`src/rtl/ptw_walker.sv`:
```
// ptw_walker: two-level page table walker serving the TLB miss channel.
//
// A request latches the virtual address and the root table PPN. The walker
// then reads the level-1 PTE and, for a pointer PTE, the level-2 PTE. Reads
// go over a memory port that allows one outstanding read. The walker returns
// one leaf PTE, or 32'h0 on any fault. Only one walk is in flight at a time.
//
// Optional feature macro: PTW_SUPERPAGE_EN
//   defined   : a level-1 leaf is a 4 MiB superpage. It must have PPN[9:0] == 0,
//               otherwise it faults as misaligned.
//   undefined : any level-1 leaf faults.
//
// Ports
//   clk, rst                 clock (rising edge), asynchronous active-low reset
//   satp_ppn_i [19:0]        root table PPN, sampled when a request is accepted
//   ptw_req_valid_i/ready_o  TLB miss request handshake
//   ptw_vaddr_i [31:0]       virtual address to translate
//   ptw_resp_valid_o/ready_i result handshake
//   ptw_pte_o [31:0]         result PTE; zero means page fault
//   mem_req_valid_o/ready_i  memory read request handshake
//   mem_addr_o [31:0]        PTE byte address
//   mem_resp_valid_i         read data valid, single cycle, no backpressure
//   mem_resp_data_i [31:0]   PTE read from memory
//   mem_resp_err_i           bus error qualifying mem_resp_valid_i
//   fault_cnt_o [7:0]        saturating count of faults returned
//
// All outputs are registered.

module ptw_walker #(
  parameter int PTE_BYTES = 4
) (
  input  logic        clk,
  input  logic        rst,
  input  logic [19:0] satp_ppn_i,
  input  logic        ptw_req_valid_i,
  output logic        ptw_req_ready_o,
  input  logic [31:0] ptw_vaddr_i,
  output logic        ptw_resp_valid_o,
  input  logic        ptw_resp_ready_i,
  output logic [31:0] ptw_pte_o,
  output logic        mem_req_valid_o,
  input  logic        mem_req_ready_i,
  output logic [31:0] mem_addr_o,
  input  logic        mem_resp_valid_i,
  input  logic [31:0] mem_resp_data_i,
  input  logic        mem_resp_err_i,
  output logic [7:0]  fault_cnt_o
);

  localparam int IDX_SHIFT = $clog2(PTE_BYTES);

  typedef enum logic [2:0] {
    IDLE    = 3'd0,
    L1_REQ  = 3'd1,
    L1_WAIT = 3'd2,
    L2_REQ  = 3'd3,
    L2_WAIT = 3'd4,
    RESP    = 3'd5
  } state_t;

  state_t      state, state_n;
  // Only the VPN part of the virtual address matters: va[19:10]=vpn1, va[9:0]=vpn0.
  logic [19:0] va, va_n;
  logic [19:0] satp, satp_n;

  logic        req_ready_n;
  logic        resp_valid_n;
  logic        mem_req_valid_n;
  logic [31:0] mem_addr_n;
  logic [31:0] pte_n;
  logic [7:0]  fault_cnt_n;
  logic        fault;

  logic        pte_v, pte_w, pte_r, pte_ptr;

  // Page offset bits and the ignored PTE field never affect the walk.
  logic unused_bits;
  assign unused_bits = ^{ptw_vaddr_i[11:0], mem_resp_data_i[11:3]};

  assign pte_v   = mem_resp_data_i[2];
  assign pte_w   = mem_resp_data_i[1];
  assign pte_r   = mem_resp_data_i[0];
  assign pte_ptr = pte_v & ~pte_r & ~pte_w;

  function automatic logic [31:0] pte_addr(input logic [19:0] ppn, input logic [9:0] idx);
    pte_addr = {ppn, 12'b0} + (32'(idx) << IDX_SHIFT);
  endfunction

  always_comb begin
    state_n     = state;
    va_n        = va;
    satp_n      = satp;
    mem_addr_n  = mem_addr_o;
    pte_n       = ptw_pte_o;
    fault_cnt_n = fault_cnt_o;
    fault       = 1'b0;

    case (state)
      IDLE: begin
        if (ptw_req_valid_i) begin
          va_n       = ptw_vaddr_i[31:12];
          satp_n     = satp_ppn_i;
          mem_addr_n = pte_addr(satp_ppn_i, ptw_vaddr_i[31:22]);
          state_n    = L1_REQ;
        end
      end
      L1_REQ: begin
        // The address is rebuilt from the latched values, so it stays constant while stalled.
        mem_addr_n = pte_addr(satp, va[19:10]);
        if (mem_req_ready_i) state_n = L1_WAIT;
      end
      L1_WAIT: begin
        if (mem_resp_valid_i) begin
          if (mem_resp_err_i || !pte_v) begin
            fault = 1'b1;
          end else if (pte_ptr) begin
            mem_addr_n = pte_addr(mem_resp_data_i[31:12], va[9:0]);
            state_n    = L2_REQ;
          end else begin
`ifdef PTW_SUPERPAGE_EN
            // For a superpage, vpn0 passes through into the low half of the PPN.
            if (mem_resp_data_i[21:12] != 10'd0) begin
              fault = 1'b1;
            end else begin
              pte_n   = {mem_resp_data_i[31:22], va[9:0], 9'b0, 1'b1, pte_w, pte_r};
              state_n = RESP;
            end
`else
            fault = 1'b1;
`endif
          end
        end
      end
      L2_REQ: begin
        if (mem_req_ready_i) state_n = L2_WAIT;
      end
      L2_WAIT: begin
        if (mem_resp_valid_i) begin
          if (mem_resp_err_i || !pte_v || pte_ptr) begin
            fault = 1'b1;
          end else begin
            pte_n   = {mem_resp_data_i[31:12], 9'b0, 1'b1, pte_w, pte_r};
            state_n = RESP;
          end
        end
      end
      RESP: begin
        if (ptw_resp_ready_i) state_n = IDLE;
      end
      default: state_n = IDLE;
    endcase

    if (fault) begin
      pte_n   = 32'h0;
      state_n = RESP;
      if (fault_cnt_o != 8'hFF) fault_cnt_n = fault_cnt_o + 8'd1;
    end

    // Handshake outputs are registered copies of the next-state decode.
    req_ready_n     = (state_n == IDLE);
    resp_valid_n    = (state_n == RESP);
    mem_req_valid_n = (state_n == L1_REQ) || (state_n == L2_REQ);
  end

  always_ff @(posedge clk or negedge rst) begin
    if (!rst) begin
      state            <= IDLE;
      va               <= '0;
      satp             <= '0;
      ptw_req_ready_o  <= 1'b1;
      ptw_resp_valid_o <= 1'b0;
      ptw_pte_o        <= '0;
      mem_req_valid_o  <= 1'b0;
      mem_addr_o       <= '0;
      fault_cnt_o      <= '0;
    end else begin
      state            <= state_n;
      va               <= va_n;
      satp             <= satp_n;
      ptw_req_ready_o  <= req_ready_n;
      ptw_resp_valid_o <= resp_valid_n;
      ptw_pte_o        <= pte_n;
      mem_req_valid_o  <= mem_req_valid_n;
      mem_addr_o       <= mem_addr_n;
      fault_cnt_o      <= fault_cnt_n;
    end
  end

endmodule

```
`config.mk`:
```
export PLATFORM = sky130hd
export DESIGN_NAME = ptw_walker
export DESIGN_NICKNAME = d
export VERILOG_FILES = /design/src/rtl/ptw_walker.sv
export SDC_FILE = /design/constraint.sdc
export NUM_CORES = 1
export LEC_CHECK = 0
export ABC_CLOCK_PERIOD_IN_PS = 2000
export CAP_MARGIN = 20
export CORE_MARGIN = 10
export CORE_UTILIZATION = 43
export CTS_BUF_LIST = sky130_fd_sc_hd__clkbuf_8
export CTS_CLUSTER_DIAMETER = 200
export DETAILED_ROUTE_END_ITERATION = 10
export PLACE_DENSITY = 0.79
export SLEW_MARGIN = 5
export SYNTH_ARGS = -nofsm -noshare
export SYNTH_HDL_FRONTEND = slang
export SYNTH_SLANG_ARGS = --single-unit
export TNS_END_PERCENT = 10
```
`constraint.sdc`:
```
create_clock -name clk -period 2 [get_ports clk]
set_clock_uncertainty 0.1 [all_clocks]
set_input_delay 0.4 -clock clk [delete_from_list [all_inputs] [get_ports clk]]
set_output_delay 0.4 -clock clk [all_outputs]
set_load 0.05 [all_outputs]
```
# Word-level counts from Yosys, hierarchy flattened
# Index checks and enable logic that the tools add are counted.
[totals] reg_bits=118 inputBits=91 out_inout_bits=75 word_cells=70
[op_classes] add_sub_neg=4 eq_ne=14 muxes=26 n_bitwise=4 reduce_logical=13
[ops] op="$mux W32" n=8
[ops] op="$add A32 B12 Y32" n=3
[ops] op="$pmux W32 S3" n=1
[ops] op="$mux W3" n=10
[ops] op="$pmux W3 S6" n=1
[ops] op="$ne A2 B2 Y1 const B" n=5
[ops] op="$eq A3 B2 Y1 const B" n=3
[ops] op="$eq A3 B3 Y1 const B" n=3
[ops] op="$add A8 B1 Y8 const B" n=1
[ops] op="$ne A8 B8 Y1 const B" n=1
[ops] op="$eq A3 B1 Y1 const B" n=2
[ops] op="$logic_not A3 Y1" n=2
[ops] op="$mux W1" n=5
[ops] op="$reduce_and A5 Y1" n=1
[ops] op="$reduce_and A2 Y1" n=2
[ops] op="$reduce_bool A2 Y1" n=2
[ops] op="$logic_or A1 B1 Y1" n=3
[ops] op="$reduce_and A3 Y1" n=1
[ops] op="$reduce_bool A3 Y1" n=1
[ops] op="$and A1 B1 Y1" n=2
[ops] op="$not A1 Y1" n=2
[ops] op="$pmux W1 S2" n=1
[ops] op="$logic_not A1 Y1" n=1

# Longest topological paths before layout
[logic_depth] word_depth=10 ltp_mapped=6 mapped_depth_nobuf=5

# Least setup slack after synthesis
# Ideal clock, no wire load.
[synth_path] path_kind="input to register" from="input mem_resp_data_i[2]" to="register fault_cnt_o[7]" arrival_ps=1751 required_ps=1772 path_slack_ps=21 cell_stages=5 path_buffers=1 path_cell_list="nor4b_2 > or3_1 > buf_2 > a2111oi_4 > mux2_1"
[synth_via] elab_chain_cells=7 elab_cells_between_ends=12 cone_classes="mux: 6; bitwise: 2; reduce/logical: 4"
[synth_rtl] element="start, declared" line="45" text="input logic [31:0] mem_resp_data_i,"
[synth_rtl] element="$and A1 B1 Y1 / $logic_not A1 Y1 (equally long branches)" line="83, 114, 139"
[synth_rtl] element="$and A1 B1 Y1 / $logic_or A1 B1 Y1 (equally long branches)" line="83, 114, 139"
[synth_rtl] element="$mux W1 / $logic_or A1 B1 Y1 (equally long branches)" line="116, 139"
[synth_rtl] element="$mux W1 (on tied branches)" line="114, 139"
[synth_rtl] element="$mux W1 (on tied branches)" line="113, 138"
[synth_rtl] element="$pmux W1 S2 (*)" line="98" text="case (state)"
[synth_rtl] element="$reduce_and A2 Y1 (no source line) (*)"
[synth_rtl] element="end signal, assigned" line="185" text="fault_cnt_o <= fault_cnt_n;"
[synth_rtl] element="end, declared" line="47" text="output logic [7:0] fault_cnt_o"
# Every way passes the cells marked *; elsewhere a longest branch is shown, timed or not.
# A chain may end at the register's enable or synchronous reset.

# Worst setup path after layout
[layout_path] from="register state[2]" to="register fault_cnt_o[7]"
[layout_via] elab_chain_cells=3 elab_cells_between_ends=4 cone_classes="eq/ne: 2; mux: 1; reduce/logical: 1"
[layout_rtl] element="start, declared" line="61" text="state_t state, state_n;"
[layout_rtl] element="start signal, assigned" line="177" text="state <= state_n;"
[layout_rtl] element="$eq A3 B3 Y1 / $eq A3 B2 Y1 (equally long branches)" line="98"
[layout_rtl] element="$pmux W1 S2 (*)" line="98"
[layout_rtl] element="$reduce_and A2 Y1 (no source line) (*)"
# Marked as above.

==> flow_summary.toml <==
[clock_network]
cts.path.max_buffers = 2
cts_max_level = 3
cts.sinks = 107
path_clk_slew_ns = 0.10
cts_tree = "done"
clk_latency_ns = 0.38
cts_inserted_buffers = 9
hold_buffers = 0
root_buffer = "clkbuf_8"

[synthesis]
synth-compound-area-share_pct = 18.09
synth-adder-area-share_pct = 0.2577
syn_inst = 369
synth-xor-area-share_pct = 0.9018
ys_async_sr_fraction_pct = 100.0
yosys.area.top_type_share_pct = 54.63
synth_area_um2 = 4856
synth-edff-count = 0
synth.distinct_cells = 43
synth.most_common_cell = "dfrtp_1"
yosys_warnings = 0
syn_area_per_cell_um2 = 13.16
synth_top_family_by_area = "compound AO/OA/AOI/OAI gates"
ys_top_cells_by_count = "106 x dfrtp_1, 72 x mux2_2, 30 x a22oi_1, 30 x o2bb2ai_1, 22 x a22o_1"
synthTopCellsByArea = "dfrtp_1 55%, mux2_2 17%, o2bb2ai_1 5.4%"
yosysTopAreaCell = "dfrtp_1"
ys_ff_latch = 107
synthSimpleGateAreaFrac_pct = 4.148
muxShareOfSynthArea_pct = 16.93
ys_seq_area_share_pct = 55.17
synthFlopType = "dfrtp_1"

[setup_path]
path_max_fanout = 5
rr_worst_depth = 4
r2r-start = "state[2]"
r2r_slack_ns = 0.03
critPathLaunch = "state[2]"
cp.required_ns = 2.16
crit_path_start_kind = "flop"
critPathKind = "flop to flop"
worstReg2RegEnd = "fault_cnt_o[7]"
cp-end-kind = "flop"
arrival_ns = 2.13

[placed_design]
dp.cells = 649
portBuffers = 133
place_congestion = 0.8554
post-place-ws_ns = -0.6151
post-dp-hpwl_mm = 9.546

[timing]
period_needed_ns = 1.969
max-slew-margin-rel_pct = 61.56
setup_viol = 0
fin_hold_ws_ns = -0.02826
timing.fmax_ghz = 0.5078
rsz0062_at_grt = "true"
tightest_slew_ns = 0.5766
drv_slew = 0
finalHoldViolCount = 28
finalCritPeriodShare_pct = 98.47
setup_ws_ns = 0.03065

[grt]
globalRouteTotalUtil_pct = 17.01
first_global_vias = 4017
grt_pass1_wl_mm = 21.97
antenna_found_initial = 0
overflow = 0
grt_start_max_net_pins = 108

[job]
max_cap_viol_count = 0

[floorplanning]
chipWidth_um = 126.3
coreArea_um2 = 10940
start_util_pct = 44.41
io_pins = 166
die-area_um2 = 15940
rows = 38
die_height_um = 126.3

[layout]
register_area_um2 = 2679
finalNonFillerCells = 672
area_growth_pct = 38.39
multi_input_area_um2 = 2077
layout.nets = 619
antenna-diode-count = 0
drive_above_1_share_pct = 38.91
num-fill-cells = 883
utilization_pct = 61.45

[detailed_routing]
routed_wl_mm = 13.82
route.met2.wl_mm = 6.771
dr.pass1.iters = 4
drc = 0
routed_via_density = 5.504
highest_layer = "met4"
drt_iter0_markers = 222
routedWlPerCell_um = 20.56
wl_met3_mm = 1.021
num_vias = 3699
met1_length_mm = 5.848
antenna_left = 0

[power]
power_density_nw_per_um2 = 1803
p_leak_uw = 0.002946
ir_worst_vdd_mv = 0.9966

[outcome]
outcome = "complete, but fails checks"
violations = "negative hold slack"

[hold_path]
hp-class = "primary input to asynchronous set/reset pin"
-- cells in the final DEF (no fill, tap or decap), types with 3 or more instances in the layout --
master	netlist	layout
dfrtp_1	106	106
buf_4	14	95
mux2_2	72	72
clkdlybuf4s50_1	0	64
a22oi_1	30	30
o2bb2ai_1	30	30
a22o_1	22	22
conb_1	1	11
clkbuf_8	0	10
nand2b_1	6	6
dlygate4sd2_1	0	6
nand2_1	5	5
a21oi_1	5	5
xor2_1	5	5
inv_1	3	4
o21ai_0	4	4
nand3_1	5	4
buf_6	0	4
nor2_1	4	3
buf_12	0	3
-- per-layer routing --
metal,track usage [%],vias up
met1,20.72,1862
met5,0,-
li1,-,1693
met3,5.453,13
met4,4.555,0
met2,28.40,131
-- stage by stage --
stage	power, uW	cell area (um^2)	setup TNS (ns)
2_1_floorplan	8332	4893	0
6_report	12110	6720	0
4_1_cts	12130	6653	0
3_3_place_gp	10400	6382	-42.22
3_5_place_dp	10590	6382	-42.89
5_1_grt	12800	6720	-0.01696
-- registers in the layout, indices dropped and copies added (netlist names) --
| register | flops |
|---|---|
| mem_addr_o | 30 |
| mem_req_valid_o | 1 |
| state | 3 |
| ptw_pte_o | 23 |
| ptw_req_ready_o | 1 |
| fault_cnt_o | 8 |
| satp | 20 |
| va | 20 |
| ptw_resp_valid_o | 1 |
-- how the worst max path moves through the flow --
stage / endpoint / slack, ns / cells after the start
6_report: fault_cnt_o[7] / 0.03 / 4
5_1_grt: fault_cnt_o[5] / -0.007 / 5
4_1_cts: satp[17] / 0.008 / 5
3_5_place_dp: fault_cnt_o[5] / -0.62 / 7
3_3_place_gp: mem_addr_o[25] / -0.58 / 6
2_1_floorplan: fault_cnt_o[7] / 0.02 / 5
-- cell type report --
class	instances	share of cell area [%]
timing repair buffer	175	23.46
tap	140	2.607
clock buffer	10	2.048
clock inverter	6	0.9495
multi-input combinational	231	30.91
sequential	107	39.86
inverter	3	0.1676
-- power by group --
group,internal [uW],leakage [uW],switching (uW)
logic,2850,0.00152,4040
clock network,617,0.000104,773
registers,3200,0.00132,640
total,6660,0.00295,5450
-- timing repair --
action | in CTS | in global routing
endpoints found under the setup margin | 36 | 42
buffers inserted | 1 | 2
resized for setup | 18 | 1
gates cloned | 2 | 2
pin swaps | 4 | 2
-- worst max-delay path, stage by stage (launching register included) --
cell       delay (ns)
dfrtp_1          0.44
nand2b_1         0.19
or3_4            0.44
a2111oi_4        0.36
mux2_1           0.35
-- cells by family (layout without fill, tap and decap cells) --
family / after synthesis / in the layout
AOI/OAI and AO/OA: 106 / 106
xor gates and xnor gates: 5 / 5
adders and majority gates: 1 / 1
buffers and inverters: 41 / 194
DFF: 107 / 107
muxes: 73 / 73
other: 1 / 11
and+or+nand+nor: 35 / 35
Power figures use the tool's default switching activity.
